### config.mk
export PLATFORM = sky130hd
export DESIGN_NAME = sync_fifo_ctrl
export DESIGN_NICKNAME = d
export VERILOG_FILES = /design/src/rtl/fifo_pkg.sv /design/src/rtl/fwft_out_buf.sv /design/src/rtl/sync_fifo_ctrl.sv
export SDC_FILE = /design/constraint.sdc
export NUM_CORES = 1
export LEC_CHECK = 0
export BUFFER_PORTS_ARGS = -buffer_cell sky130_fd_sc_hd__buf_4
export CAP_MARGIN = 0
export CELL_PAD_IN_SITES_DETAIL_PLACEMENT = 0
export CELL_PAD_IN_SITES_GLOBAL_PLACEMENT = 1
export CORE_MARGIN = 3
export CORE_UTILIZATION = 39
export DETAILED_ROUTE_END_ITERATION = 12
export HOLD_SLACK_MARGIN = 0.08
export PLACE_DENSITY = 0.92
export SLEW_MARGIN = 25
export SYNTH_ARGS = -nofsm -noshare
export SYNTH_HDL_FRONTEND = slang
export SYNTH_SLANG_ARGS = --single-unit
### constraint.sdc
create_clock -name clk -period 5.4 [get_ports clk]
set_clock_uncertainty 0.15 [all_clocks]
set_input_delay 1.35 -clock clk [delete_from_list [all_inputs] [get_ports clk]]
set_output_delay 1.35 -clock clk [all_outputs]
set_load 0.02 [all_outputs]
### src/rtl/fifo_pkg.sv
// Shared constants and types for the single-clock FIFO controller.
// Cell-ratio derivation for the default widths plus the output-buffer occupancy encoding.
package fifo_pkg;

    function automatic int clog2(input int value);
        int r;
        r = 0;
        while ((1 << r) < value) r++;
        return r;
    endfunction

    localparam int FIFO_RAM_WIDTH      = 8;
    localparam int FIFO_WR_WIDTH       = 32;
    localparam int FIFO_RD_WIDTH       = 64;
    localparam int FIFO_RAM_DEPTH      = 64;
    localparam int FIFO_RAM_ADDR_WIDTH = clog2(FIFO_RAM_DEPTH);
    localparam int FIFO_CNT_WIDTH      = FIFO_RAM_ADDR_WIDTH + 1;
    localparam int FIFO_WR_IND         = FIFO_WR_WIDTH / FIFO_RAM_WIDTH;
    localparam int FIFO_RD_IND         = FIFO_RD_WIDTH / FIFO_RAM_WIDTH;
    localparam int FIFO_WR_L2          = clog2(FIFO_WR_IND);
    localparam int FIFO_RD_L2          = clog2(FIFO_RD_IND);

    // Value of the encoding is the number of words held in the output buffer.
    typedef enum logic [1:0] {
        OUT_EMPTY = 2'd0,
        OUT_ONE   = 2'd1,
        OUT_TWO   = 2'd2
    } fifo_out_state_e;

endpackage

### src/rtl/fwft_out_buf.sv
// Two-entry first-word-fall-through output queue (head + skid) fed by RAM captures.
// Pop is applied first; a capture lands in the first free slot after the pop.
module fwft_out_buf
    import fifo_pkg::*;
#(
    parameter int W = 64
) (
    input  logic         clk,
    input  logic         rst,
    input  logic         cap,
    input  logic [W-1:0] cap_data,
    input  logic         pop,
    output logic [W-1:0] head,
    output logic         valid,
    output logic [1:0]   out_cnt
);

    fifo_out_state_e state, state_nx;
    logic [W-1:0]    skid;
    logic            ld_head_cap, ld_head_skid, ld_skid;

    always_ff @(posedge clk) begin
        if (rst) state <= OUT_EMPTY;
        else     state <= state_nx;
    end

    always_comb begin
        state_nx     = state;
        ld_head_cap  = 1'b0;
        ld_head_skid = 1'b0;
        ld_skid      = 1'b0;
        case (state)
            OUT_EMPTY: begin
                if (cap) begin
                    ld_head_cap = 1'b1;
                    state_nx    = OUT_ONE;
                end
            end
            OUT_ONE: begin
                if (pop && cap) begin
                    ld_head_cap = 1'b1;
                end else if (pop) begin
                    state_nx = OUT_EMPTY;
                end else if (cap) begin
                    ld_skid  = 1'b1;
                    state_nx = OUT_TWO;
                end
            end
            OUT_TWO: begin
                // The fetch gate upstream never lets a capture arrive here without a pop.
                if (pop) begin
                    ld_head_skid = 1'b1;
                    if (cap) ld_skid  = 1'b1;
                    else     state_nx = OUT_ONE;
                end
            end
            default: state_nx = OUT_EMPTY;
        endcase
    end

    always_ff @(posedge clk) begin
        if (rst) begin
            head <= '0;
            skid <= '0;
        end else begin
            if (ld_head_cap)       head <= cap_data;
            else if (ld_head_skid) head <= skid;
            if (ld_skid)           skid <= cap_data;
        end
    end

    assign valid   = (state != OUT_EMPTY);
    assign out_cnt = state;

endmodule

### src/rtl/sync_fifo_ctrl.sv
// Single-clock FIFO controller: cell-addressed pointers into the storage RAM,
// full/count flags, and a FWFT output buffer that hides the RAM's read latency.
module sync_fifo_ctrl
    import fifo_pkg::*;
#(
    parameter int RAM_DEPTH      = FIFO_RAM_DEPTH,
    parameter int RAM_ADDR_WIDTH = FIFO_RAM_ADDR_WIDTH,
    parameter int WR_WIDTH       = FIFO_WR_WIDTH,
    parameter int RD_WIDTH       = FIFO_RD_WIDTH,
    parameter int RAM_WIDTH      = FIFO_RAM_WIDTH,
    parameter int WR_IND         = FIFO_WR_IND,
    parameter int RD_IND         = FIFO_RD_IND,
    parameter int CNT_WIDTH      = FIFO_CNT_WIDTH
) (
    input  logic                      clk,
    input  logic                      rst,
    input  logic                      wr_en,
    input  logic [WR_WIDTH-1:0]       wr_data,
    output logic                      full,
    output logic                      wr_err,
    input  logic                      rd_en,
    output logic [RD_WIDTH-1:0]       rd_data,
    output logic                      rd_valid,
    output logic                      empty,
    output logic [CNT_WIDTH-1:0]      rd_data_count,
    output logic                      ram_wr_en,
    output logic [RAM_ADDR_WIDTH-1:0] ram_wr_addr,
    output logic [WR_WIDTH-1:0]       ram_wr_data,
    output logic [RAM_ADDR_WIDTH-1:0] ram_rd_addr,
    input  logic [RD_WIDTH-1:0]       ram_rd_data
);

    localparam int WR_L2 = clog2(WR_IND);
    localparam int RD_L2 = clog2(RD_IND);
    localparam logic [CNT_WIDTH-1:0] WR_STEP = CNT_WIDTH'(WR_IND);
    localparam logic [CNT_WIDTH-1:0] RD_STEP = CNT_WIDTH'(RD_IND);
    localparam logic [CNT_WIDTH-1:0] DEPTH_C = CNT_WIDTH'(RAM_DEPTH);

    if ((RAM_DEPTH % WR_IND) != 0 || (RAM_DEPTH % RD_IND) != 0) begin : g_bad_ratio
        $error("sync_fifo_ctrl: RAM_DEPTH must be a multiple of WR_IND and RD_IND");
    end
    if (WR_IND * RAM_WIDTH != WR_WIDTH || RD_IND * RAM_WIDTH != RD_WIDTH) begin : g_bad_width
        $error("sync_fifo_ctrl: port widths must be whole multiples of RAM_WIDTH");
    end
    if ((1 << RAM_ADDR_WIDTH) != RAM_DEPTH || CNT_WIDTH != RAM_ADDR_WIDTH + 1) begin : g_bad_depth
        $error("sync_fifo_ctrl: RAM_DEPTH must be 2**RAM_ADDR_WIDTH, CNT_WIDTH one wider");
    end
    if ((1 << WR_L2) != WR_IND || (1 << RD_L2) != RD_IND) begin : g_bad_pow2
        $error("sync_fifo_ctrl: WR_IND and RD_IND must be powers of two");
    end

    logic [CNT_WIDTH-1:0] wr_ptr, rd_ptr, used, free;
    logic                 pend, pop, fetch, wr_ok;
    logic [1:0]           out_cnt, occ, lim;

    // used counts cells written but not yet fetched; wrap bit makes full/empty unambiguous.
    assign used  = wr_ptr - rd_ptr;
    assign free  = DEPTH_C - used;
    assign full  = (free < WR_STEP);
    assign wr_ok = wr_en & ~full;

    assign ram_wr_en   = wr_ok;
    assign ram_wr_data = wr_data;
    assign ram_wr_addr = wr_ptr[RAM_ADDR_WIDTH-1:0];
    assign ram_rd_addr = rd_ptr[RAM_ADDR_WIDTH-1:0];

    // Only fetch when the word will have a slot once it arrives a cycle later.
    assign pop   = rd_en & rd_valid;
    assign occ   = out_cnt + {1'b0, pend};
    assign lim   = 2'd2 + {1'b0, pop};
    assign fetch = (used >= RD_STEP) & (occ < lim);

    always_ff @(posedge clk) begin
        if (rst) begin
            wr_ptr <= '0;
            rd_ptr <= '0;
            pend   <= 1'b0;
            wr_err <= 1'b0;
        end else begin
            if (wr_ok) wr_ptr <= wr_ptr + WR_STEP;
            if (fetch) rd_ptr <= rd_ptr + RD_STEP;
            pend   <= fetch;
            wr_err <= wr_en & full;
        end
    end

    fwft_out_buf #(.W(RD_WIDTH)) u_out_buf (
        .clk      (clk),
        .rst      (rst),
        .cap      (pend),
        .cap_data (ram_rd_data),
        .pop      (pop),
        .head     (rd_data),
        .valid    (rd_valid),
        .out_cnt  (out_cnt)
    );

    assign empty         = ~rd_valid;
    assign rd_data_count = (used >> RD_L2) + CNT_WIDTH'(pend) + CNT_WIDTH'(out_cnt);

endmodule

* Word-level counts from Yosys, hierarchy flattened *
Cells that the tools add are included.

word-level totals
  register bits after elaboration = 146
  input port bits = 100
  output and inout bits = 120
  logic and storage cells = 54

cells by class
  add/sub/neg operators = 8
  magnitude comparators = 3
  equality and inequality tests = 7
  muxes and demuxes = 18
  bitwise operators = 6
  reduce and logical (&&, ||, !) cells = 5

operators with widths
  kind                                                 count
  2-to-1 mux 64 bit                                    2
  2-to-1 mux 2 bit                                     6
  inequality test 2 bit, second input constant         4
  adder 7 x 3 -> 7 bit, second input constant          1
  adder 7 x 4 -> 7 bit, second input constant          1
  >= comparator 7 x 4 -> 1 bit, second input constant  1
  < comparator 7 x 3 -> 1 bit, second input constant   1
  2-to-1 mux 1 bit                                     7
  subtractor 7 bit                                     1
  subtractor 7 bit, first input constant               1
  adder 5 x 2 -> 6 bit                                 1
  case mux 2 bit (3 select lines)                      1
  adder 4 x 1 -> 5 bit                                 1
  AND reduction 5 bit                                  1
  AND 1 bit                                            4
  case mux 1 bit (2 select lines)                      2
  nonzero test 2 bit                                   2
  inequality test 3 bit, second input constant         1
  adder 2 x 1 -> 2 bit                                 1
  adder 2 x 1 -> 2 bit, first input constant           1
  equality test 2 x 1 -> 1 bit, second input constant  1
  equality test 2 bit, second input constant           1
  zero test 2 bit                                      1
  < comparator 2 bit                                   1
  2 further kinds                                      3

* Depth between registers and ports, before layout *
  depth in word-level cells = 6
  mapped depth = 9
  mapped depth without buffers = 9

* Hierarchy *
A second synthesis with hierarchy kept.

unflattened totals
  cells, all modules = 768
  area total of the unflattened synthesis = 7357.1 um^2

by module, submodules not included
  module          times used  cells each  area an instance (um^2)  seq. area each (um^2)
  fwft_out_buf    1           619         6097.1                   2602.5
  sync_fifo_ctrl  1           149         1260.0                   220.2

* Worst setup path after synthesis *
OpenSTA, ideal clock, no wires.

  path type = register to output
  start point = reg rd_ptr[3]
  end point = out rd_data_count[4]
  arrival = 2177 ps
  required time = 3900 ps
  path slack = 1723 ps
  stages on the path, launching flop included = 7
  path buffers = 0
  cell sequence = dfxtp_1 ha_1 inv_1 fa_1 inv_1 fa_1 nor3_1

between the ends
  longest elaborated chain between the ends = 3

ends and longest elaborated chain
  item                      line                  text
  start: declaration        sync_fifo_ctrl.sv:52  logic [CNT_WIDTH-1:0] wr_ptr, rd_ptr, used, free;
  start signal: assignment  sync_fifo_ctrl.sv:81  if (fetch) rd_ptr <= rd_ptr + RD_STEP;
  subtractor 7 bit          sync_fifo_ctrl.sv:57  assign used = wr_ptr - rd_ptr;
  adder 4 x 1 -> 5 bit      sync_fifo_ctrl.sv:99  assign rd_data_count = (used >> RD_L2) + CNT_WIDTH'(pend) + CNT_WIDTH'(out_cnt);
  adder 5 x 2 -> 6 bit      sync_fifo_ctrl.sv:99
  end: declaration          sync_fifo_ctrl.sv:25  output logic [CNT_WIDTH-1:0] rd_data_count,

No other way between the ends.

* Final worst setup path *
  start point = reg rd_ptr[3]
  end point = out full

between the ends
  longest elaborated chain between the ends = 3

ends and longest elaborated chain
  item                         line                  text
  subtractor 7 bit             sync_fifo_ctrl.sv:57
  subtractor 7 bit             sync_fifo_ctrl.sv:58  assign free = DEPTH_C - used;
  < comparator 7 x 3 -> 1 bit  sync_fifo_ctrl.sv:59  assign full = (free < WR_STEP);
  end: declaration             sync_fifo_ctrl.sv:19  output logic full,

No other way between the ends.

==> flow_summary.yaml <==
clocking:
  hold_buffers: 0
  cts_buffer_depth: 2
  post_cts_buffers: 0
  cts_sinks: 141
  cts_root_buf: "clkbuf_16"
  htreeDepth: 4
  cts_resized: 0
  cts_tree: "built"
  clk_pin_slew_ps: 60
  clk_latency_ps: 410
  cts_buffers: 17
route:
  avgRoutedWirePerCell_um: 14.3
  totalWireLength_um: 14800
  drc: 0
  ant_nets: 0
  firstDrtPassIters: 4
  vias_per_cell: 4.95
  via_count: 5134
  dr.first_iter.drc_count: 240
place:
  dp.final_hpwl_um: 9530
  port_buffers: 148
  gp_congestion: 0.783
min_path:
  min_delay_path_depth: 2
  min_path_type: "reg2reg"
yosys:
  synth.avg_cell_area_um2: 8.70
  yosysSeqAreaShare_pct: 44.5
  synthDistinctLibCells: 40
  yosys_register_bits: 141
  yosys_warnings: 0
  synth_area_um2: 6340
  syn_inst: 729
worst_setup_path:
  ff2ff_setup_slack_ps: 2310
  worstPathArrival_ps: 2750
  startpoint_type: "flop"
  r2r-start: "u_out_buf.out_cnt[0]$_SDFFE_PP0P_"
  crit_path_end: "full"
  critPathLaunch: "rd_ptr[3]$_SDFFE_PP0P_"
  critPathKind: "reg2out"
  cp_data_required_time_ps: 3900
  rr_worst_depth: 8
  cp-end-kind: "output pin"
  cp_max_fo: 6
  worstReg2RegEnd: "u_out_buf.skid[4]$_SDFFE_PP0P_"
timing:
  holdWs_ps: 302
  hold_viol: 0
  worst_slew_pin_slew_ps: 929
  setup_viol: 0
  maxSlewViolCount: 0
  slew_headroom_pct: 38.1
  fin_setup_tns_ps: 0
  fin_crit_sh_pct: 78.6
  fmax_mhz: 235
  fin_crit_ps: 4250
  rsz0062_at_grt: "false"
finish:
  area_growth_pct: 24.1
  nets: 930
  most-common-layout-cells: "buf_4 (156), dfxtp_1 (141), nand2_1 (135)"
  antenna_cells: 0
  final_common_cell: "buf_4"
  drive_gt1_share_pct: 24.1
floorplan:
  die_area_um2: 17800
  io_pins: 220
  fp-row-count: 45
  die_x_um: 134
  core_um2: 15500
  die_y_um: 134
  start_util_pct: 40.8
global_route:
  grt_overflow: 0
  first_global_vias: 4862
  antenna_found_initial: 0
  grt_max_degree: 88
  grtUsageTotal_pct: 16.6
  grt_pass1_wl_um: 24500
power:
  power_leakage_nw: 3.58
  peakVddDrop_uv: 345
  powerDensity_nw_per_um2: 569
run_status:
  run_status: "complete, no violations"
flow_run:
  drv_cap: 0
-- critical path, stage by stage (launching register included) --
cell	delay (ps)
dfxtp_1	400
ha_1	180
inv_1	50
fa_1	410
xnor2_1	290
nand3_1	210
a2111oi_4	420
and2_2	240
buf_4	140
-- per-stage QoR --
stage	util (%)	total power (W)	setup WS [ps]	std cells	instance area [um^2]
5_1_grt	50.6	0.00478	937	1038	7870
2_1_floorplan	-	0.00273	1720	735	6360
3_3_place_gp	46.9	0.00334	1630	1006	7290
3_5_place_dp	46.9	0.00337	1580	1006	7290
6_report	50.6	0.00448	1150	1038	7870
4_1_cts	50.6	0.00454	1130	1038	7870
-- cell usage after synthesis (all sizes together) --
master,count,area (um^2)
or3,1,6.26
and2,1,7.51
o31ai,1,7.51
a211oi,65,493
a21boi,1,11.3
and3,1,6.26
or4,1,7.51
nor2,75,282
ha,13,163
a2111oi,1,27.5
conb,1,3.75
nor3,2,10.0
and3b,1,8.76
a21o,2,15.0
clkbuf,43,161
nor2b,3,18.8
nand4,2,12.5
mux2i,67,671
buf,53,380
xor2,3,26.3
nand2,136,510
fa,3,60.1
xor3,1,23.8
nand3,4,20.0
inv,14,52.6
mux2,4,48.8
dfxtp,141,2820
or3b,1,8.76
a32oi,1,8.76
nor3b,1,7.51
o21ai,3,18.8
o22ai,1,6.26
nand2b,3,18.8
xnor2,5,43.8
a21oi,73,365
nand3b,1,7.51
-- power breakdown --
| group | leakage (nW) | switching (W) | internal [W] |
|---|---|---|---|
| Sequential | 1.15 | 0.000168 | 0.00130 |
| Combinational | 2.15 | 0.00109 | 0.000780 |
| Clock | 0.284 | 0.000439 | 0.000704 |
-- cells by family (layout without fill, tap and decap cells) --
logic type	after synthesis	count (layout)	synth area share [%]
multiplexers	71	71	11.3
XOR/XNOR	9	9	1.48
adder cells (fa/ha/maj)	16	16	3.51
AO/OA/AOI/OAI	148	148	15.0
other	1	7	0.0591
AND/OR/NAND/NOR	233	233	14.7
buffers and inverters	110	202	9.37
flip-flops	141	141	44.5
-- worst min-delay path by stage --
stage	startpoint	end	slack (ps)
2_1_floorplan	u_out_buf.skid[0]$_SDFFE_PP0P_	u_out_buf.skid[0]$_SDFFE_PP0P_	290
6_report	u_out_buf.skid[2]$_SDFFE_PP0P_	u_out_buf.skid[2]$_SDFFE_PP0P_	300
5_1_grt	u_out_buf.skid[31]$_SDFFE_PP0P_	u_out_buf.skid[31]$_SDFFE_PP0P_	320
4_1_cts	u_out_buf.skid[17]$_SDFFE_PP0P_	u_out_buf.skid[17]$_SDFFE_PP0P_	300
3_3_place_gp	u_out_buf.skid[38]$_SDFFE_PP0P_	u_out_buf.skid[38]$_SDFFE_PP0P_	290
3_5_place_dp	u_out_buf.skid[17]$_SDFFE_PP0P_	u_out_buf.skid[17]$_SDFFE_PP0P_	300
-- flip-flops by register name (all words and copies together), names as in the netlist --
signal / flops
u_out_buf.head: 64
u_out_buf.skid: 64
wr_ptr: 5
rd_ptr: 4
u_out_buf.out_cnt: 2
pend: 1
wr_err: 1
-- layer usage --
layer / global-route usage (%) / up-vias / routed length (um)
li1: - / 2589 / -
met1: 21.4 / 2388 / 6740
met2: 25.9 / 137 / 6740
met3: 6.00 / 20 / 1110
met4: 5.60 / 0 / 204
met5: 0 / - / 0
-- layout make-up --
class / instances / area [um^2]
sequential: 141 / 2820
fill: 1470 / 7670
inverter: 14 / 52.6
multi-input combinational: 484 / 2980
clock inverter: 10 / 114
timing repair buffer: 156 / 1170
tap: 211 / 264
clock buffer: 22 / 464
Power figures use the tool's default switching activity.
